<file path="src/rtl/dice_pkg.sv">
// rtl/dice_pkg.sv - shared glyphs, blink state and default timing for the dice display
package dice_pkg;

  localparam logic [6:0] SEG_0     = 7'b0111111;
  localparam logic [6:0] SEG_1     = 7'b0000110;
  localparam logic [6:0] SEG_2     = 7'b1011011;
  localparam logic [6:0] SEG_3     = 7'b1001111;
  localparam logic [6:0] SEG_4     = 7'b1100110;
  localparam logic [6:0] SEG_5     = 7'b1101101;
  localparam logic [6:0] SEG_6     = 7'b1111101;
  localparam logic [6:0] SEG_7     = 7'b0000111;
  localparam logic [6:0] SEG_8     = 7'b1111111;
  localparam logic [6:0] SEG_9     = 7'b1101111;
  localparam logic [6:0] SEG_E     = 7'b1111001;
  localparam logic [6:0] SEG_BLANK = 7'b0000000;

  typedef enum logic {
    IDLE  = 1'b0,
    BLINK = 1'b1
  } blink_state_e;

  localparam int REFRESH_DIV_BITS_DEF = 5;
  localparam int BLINK_DIV_BITS_DEF   = 13;
  localparam int BLINK_COUNT_DEF      = 3;

endpackage

</file>
<file path="src/rtl/bcd_to_seg7.sv">
// rtl/bcd_to_seg7.sv - combinational BCD code to 7-segment glyph, non-BCD codes show E
module bcd_to_seg7
  import dice_pkg::*;
(
  input  logic [3:0] code_i,
  output logic [6:0] seg_o
);

  always_comb begin
    seg_o = SEG_E;
    case (code_i)
      4'd0:    seg_o = SEG_0;
      4'd1:    seg_o = SEG_1;
      4'd2:    seg_o = SEG_2;
      4'd3:    seg_o = SEG_3;
      4'd4:    seg_o = SEG_4;
      4'd5:    seg_o = SEG_5;
      4'd6:    seg_o = SEG_6;
      4'd7:    seg_o = SEG_7;
      4'd8:    seg_o = SEG_8;
      4'd9:    seg_o = SEG_9;
      default: seg_o = SEG_E;
    endcase
  end

endmodule

</file>
<file path="src/rtl/dice_display_driver.sv">
// rtl/dice_display_driver.sv - captures a two-digit BCD roll and drives a muxed 7-seg display with a blink burst
module dice_display_driver
  import dice_pkg::*;
#(
  parameter int REFRESH_DIV_BITS = REFRESH_DIV_BITS_DEF,
  parameter int BLINK_DIV_BITS   = BLINK_DIV_BITS_DEF,
  parameter int BLINK_COUNT      = BLINK_COUNT_DEF
) (
  input  logic       clk_i,
  input  logic       rst_i,
  input  logic       bcd_valid_i,
  input  logic [3:0] bcd_tens_i,
  input  logic [3:0] bcd_ones_i,
  input  logic       blank_lz_i,
  output logic [6:0] seg_o,
  output logic [1:0] dig_en_o,
  output logic       busy_o
);

  localparam int H_W = $clog2(2 * BLINK_COUNT);
  localparam logic [H_W-1:0] H_LAST = H_W'(2 * BLINK_COUNT - 1);

  logic [3:0]                  tens_q, ones_q;
  logic                        err_q;
  logic [REFRESH_DIV_BITS-1:0] refresh_q;
  blink_state_e                state_q;
  logic [BLINK_DIV_BITS-1:0]   timer_q;
  logic [H_W-1:0]              h_q;
  logic [6:0]                  seg_q, seg_d;
  logic [1:0]                  dig_en_q, dig_en_d;
  logic                        busy_q, busy_d;

  logic       tens_slot;
  logic [3:0] code;
  logic [6:0] glyph;
  logic       dark;

  assign tens_slot = refresh_q[REFRESH_DIV_BITS-1];
  // An error forces E into the ones slot; the tens slot is blanked below.
  assign code = err_q ? 4'hE : (tens_slot ? tens_q : ones_q);

  bcd_to_seg7 u_bcd_to_seg7 (
    .code_i (code),
    .seg_o  (glyph)
  );

  always_comb begin
    dark     = 1'b0;
    seg_d    = SEG_BLANK;
    dig_en_d = 2'b00;
    busy_d   = (state_q == BLINK);
    dark     = ((state_q == BLINK) && h_q[0]) ||
               (tens_slot && (err_q || (blank_lz_i && (tens_q == 4'd0))));
    if (!dark) begin
      seg_d    = glyph;
      dig_en_d = tens_slot ? 2'b10 : 2'b01;
    end
  end

  always_ff @(posedge clk_i) begin
    if (rst_i) begin
      tens_q    <= 4'd0;
      ones_q    <= 4'd0;
      err_q     <= 1'b0;
      refresh_q <= '0;
      state_q   <= IDLE;
      timer_q   <= '0;
      h_q       <= '0;
      seg_q     <= SEG_BLANK;
      dig_en_q  <= 2'b00;
      busy_q    <= 1'b0;
    end else begin
      refresh_q <= refresh_q + REFRESH_DIV_BITS'(1);
      seg_q     <= seg_d;
      dig_en_q  <= dig_en_d;
      busy_q    <= busy_d;
      if (bcd_valid_i) begin
        tens_q  <= bcd_tens_i;
        ones_q  <= bcd_ones_i;
        err_q   <= (bcd_tens_i > 4'd9) || (bcd_ones_i > 4'd9);
        state_q <= BLINK;
        timer_q <= '0;
        h_q     <= '0;
      end else if (state_q == BLINK) begin
        timer_q <= timer_q + BLINK_DIV_BITS'(1);
        if (timer_q == '1) begin
          if (h_q == H_LAST) begin
            state_q <= IDLE;
          end else begin
            h_q <= h_q + H_W'(1);
          end
        end
      end
    end
  end

  assign seg_o    = seg_q;
  assign dig_en_o = dig_en_q;
  assign busy_o   = busy_q;

endmodule

</file>
<file path="config.mk">
export PLATFORM = sky130hd
export DESIGN_NAME = dice_display_driver
export DESIGN_NICKNAME = d
export VERILOG_FILES = /design/src/rtl/dice_pkg.sv /design/src/rtl/bcd_to_seg7.sv /design/src/rtl/dice_display_driver.sv
export SDC_FILE = /design/constraint.sdc
export NUM_CORES = 1
export LEC_CHECK = 0
export ABC_AREA = 0
export BUFFER_PORTS_ARGS = -buffer_cell sky130_fd_sc_hd__buf_4
export CORE_ASPECT_RATIO = 0.7
export CORE_MARGIN = 5
export CORE_UTILIZATION = 40
export DETAILED_ROUTE_END_ITERATION = 8
export GPL_TIMING_DRIVEN = 0
export PLACE_DENSITY = 0.63
export SLEW_MARGIN = 20
export SYNTH_ARGS = -nofsm -noshare
export SYNTH_HDL_FRONTEND = slang
export SYNTH_SLANG_ARGS = --single-unit
</file>
<file path="constraint.sdc">
create_clock -name clk_i -period 2.3 [get_ports clk_i]
set_input_delay 0.345 -clock clk_i [delete_from_list [all_inputs] [get_ports clk_i]]
set_output_delay 0.345 -clock clk_i [all_outputs]
set_load 0.03 [all_outputs]
</file>
==> flow_summary.json <==
{
  "cts_buffers": 5,
  "place_area_mm2": 0.00213,
  "avgSynthCellArea_um2": 9.38,
  "required_ns": 2.45,
  "fin_skew_ns": 0.00615,
  "powerDensity_mw_per_mm2": 639,
  "vias_per_cell": 5.14,
  "rsz0062_at_grt": "false",
  "p_int_mw": 1.03,
  "vias": 1486,
  "boundaryPins": 22,
  "outcome": "finished, final reports clean",
  "max-cap-violations": 0,
  "grt_max_degree": 14,
  "fin_total_pwr_mw": 1.42,
  "final_area_mm2": 0.00222,
  "cpMaxStageDelayCell": "dfxtp_1",
  "seqPwrFrac": 0.537,
  "worstPathArrival_ns": 2.09,
  "syn_inst": 204,
  "routed_wl_mm": 3.82,
  "fp-row-count": 21,
  "yosys.area.top_type": "dfxtp_1",
  "critPathMaxFanout": 10,
  "cts.sinks": 41,
  "cts.path.max_buffers": 2,
  "yosysTopAreaCellShare": 0.429,
  "cts_hold_buf": 0,
  "swShare": 0.271,
  "ys_warn_count": 0,
  "dp_hpwl_mm": 2.80,
  "gp_congestion": 0.797,
  "irDropWorstVdd_v": 0.000284,
  "critPathLaunchType": "flip-flop",
  "first_global_vias": 1333,
  "synth_edf_count": 0,
  "grt_pass1_wl_mm": 6.27,
  "critPathBufInv": 2,
  "synth_common_cells": "dfxtp_1 (41), nor2_1 (36), inv_1 (11), mux2i_1 (11)",
  "synth_fp_nets": 226,
  "overflow": 0,
  "path_delay_family": "compound AO/OA/AOI/OAI gates",
  "crit_path_end_kind": "flip-flop",
  "preCtsSetupSlack_ns": 0.406,
  "yosysSeqAreaShare": 0.429,
  "holdWs_ns": 0.287,
  "power.switching_uw": 385,
  "p_clk_frac": 0.323,
  "cts.clk_slew.worst_paths_ns": 0.08,
  "maxSlewViolCount": 0,
  "drt_iter0_drc": 94,
  "grt_usage": 0.128,
  "root_buffer": "clkbuf_8",
  "core_mm2": 0.00470,
  "pwr-share-comb": 0.140,
  "clock_latency_ns": 0.29,
  "wire_per_inst_um": 13.2,
  "grt_antenna_before_repair": 0,
  "hp-class": "in2reg",
  "htreeDepth": 2,
  "layout-drive-gt1-share": 0.203,
  "postCtsSetupRepairBufs": 0,
  "io_buffers": 20,
  "worst_pin_slew_ns": 0.660,
  "nFillCells": 453,
  "leakagePower_nw": 0.876,
  "area_growth_pct": 16.1,
  "yosysUniqueCellTypes": 48,
  "yosys_most_used_dff": "dfxtp_1",
  "synthTopCellsByArea": "dfxtp_1 (43%), nor2_1 (7.1%), ha_1 (6.5%), mux2i_1 (5.8%), xnor2_1 (4.6%)",
  "fin_crit_ns": 1.94,
  "synthesis.area_mm2": 0.00191,
  "fin_tns_setup_ns": 0,
  "die_area_mm2": 0.00629,
  "worst_slack_ns": 0.360,
  "setup_viol": 0,
  "async_flop_share": 0,
  "max_stage_delay_ns": 0.53,
  "fp.dieW_um": 92.7,
  "cpMostUsedCell": "o21ai_0",
  "fmax_mhz": 515,
  "antenna_cells": 0,
  "ctsResizeCount": 0,
  "die_h_um": 67.9,
  "synth-seq-cells": 41,
  "tritoncts": "yes",
  "synth_most_common_cell": "dfxtp_1",
  "final_nets": 253,
  "drc": 0,
  "slew_headroom": 0.557,
  "period_share": 0.844,
  "drt_first_pass_iters": 4,
  "start_util": 0.407,
  "crit_chain": "buf_4 -> nor2b_1 -> a211o_2 -> ha_1 -> inv_1 -> o21ai_0 -> o21ai_0 -> a21oi_1",
  "ant_nets": 0,
  "worstSetupPathType": "reg2reg",
  "hold_viol": 0
}
state kept, by name (all words and copies together), names as in the netlist:
signal	cells
timer_q	13
busy_o	1
tens_q	4
err_q	1
refresh_q	5
ones_q	4
busy_d	1
dig_en_o	2
h_q	3
seg_o	7
tightest hold or removal path: stages:
cell and delay (ns):
buf_4 0.08, mux2i_1 0.05, nor2_1 0.07
layout make-up:
type                            instances  area (um2)  area share
Multi-Input combinational cell        144        1010       0.454
Buffer                                  8        42.5      0.0192
Timing Repair Buffer                   20         150      0.0676
Clock buffer                            5        68.8      0.0310
Tap cell                               57        71.3      0.0321
Inverter                               11        41.3      0.0186
Sequential cell                        41         821       0.370
Clock inverter                          3        17.5     0.00789
kinds of logic (layout without fill, tap and decap cells):
kind of cell / Yosys count / count (layout) / share of synthesized area
compound gates: 30 / 30 / 0.114
mux: 13 / 13 / 0.0713
flops: 41 / 41 / 0.429
xor+xnor: 14 / 14 / 0.0641
buf+inv: 19 / 47 / 0.0438
fa+ha+maj: 10 / 10 / 0.0654
simple gates: 77 / 77 / 0.212
metrics by stage:
stage          std cells   util
6_report             289  0.472
3_5_place_dp         281  0.454
5_1_grt              289  0.472
2_1_floorplan        204      -
3_3_place_gp         281  0.454
4_1_cts              289  0.472
power groups by stage:
stage / combinational (mW) / clock, mW / sequential [mW]
after floorplan: 0.104 / 0 / 0.806
after global placement: 0.197 / 0 / 0.777
after detailed placement: 0.198 / 0 / 0.779
after CTS: 0.200 / 0.478 / 0.762
after global routing: 0.218 / 0.503 / 0.766
final: 0.199 / 0.458 / 0.762
layout by cell type (no fill, tap or decap), drive strengths merged, types with 2 or more instances in the layout:
master	Yosys	layout
xor2	4	4
clkinv	0	2
clkbuf	1	6
nand2	7	7
a211o	2	2
nand4	4	4
inv	11	11
ha	10	10
nor4	4	4
nor3	6	6
a211oi	2	2
nand3	8	8
dfxtp	41	41
and4	2	2
xnor2	10	10
o21ai	10	10
nor2b	3	3
a311oi	2	2
or2	2	2
buf	7	27
mux2	2	2
nor2	36	36
o31ai	2	2
a21oi	6	6
mux2i	11	11
per-layer routing:
layer | up-vias | GRT usage | wire (um)
met3 | 2 | 0.0407 | 216
met5 | - | 0 | 0
met1 | 685 | 0.183 | 2120
met4 | 0 | 0.0384 | 19
met2 | 38 | 0.182 | 1460
li1 | 761 | - | -
path summary, 6_finish.rpt:
| check | startpoint | cells past startpoint | endpoint | slack (ns) |
|---|---|---|---|---|
| max | refresh_q[4] | 8 | seg_o[3] | 0.36 |
| min | bcd_ones_i[0] | 3 | ones_q[0] | 0.29 |
| max reg2reg | refresh_q[4] | 8 | seg_o[3] | 0.36 |
| min reg2reg | refresh_q[0] | 1 | refresh_q[0] | 0.45 |
Power figures use the tool's default switching activity.
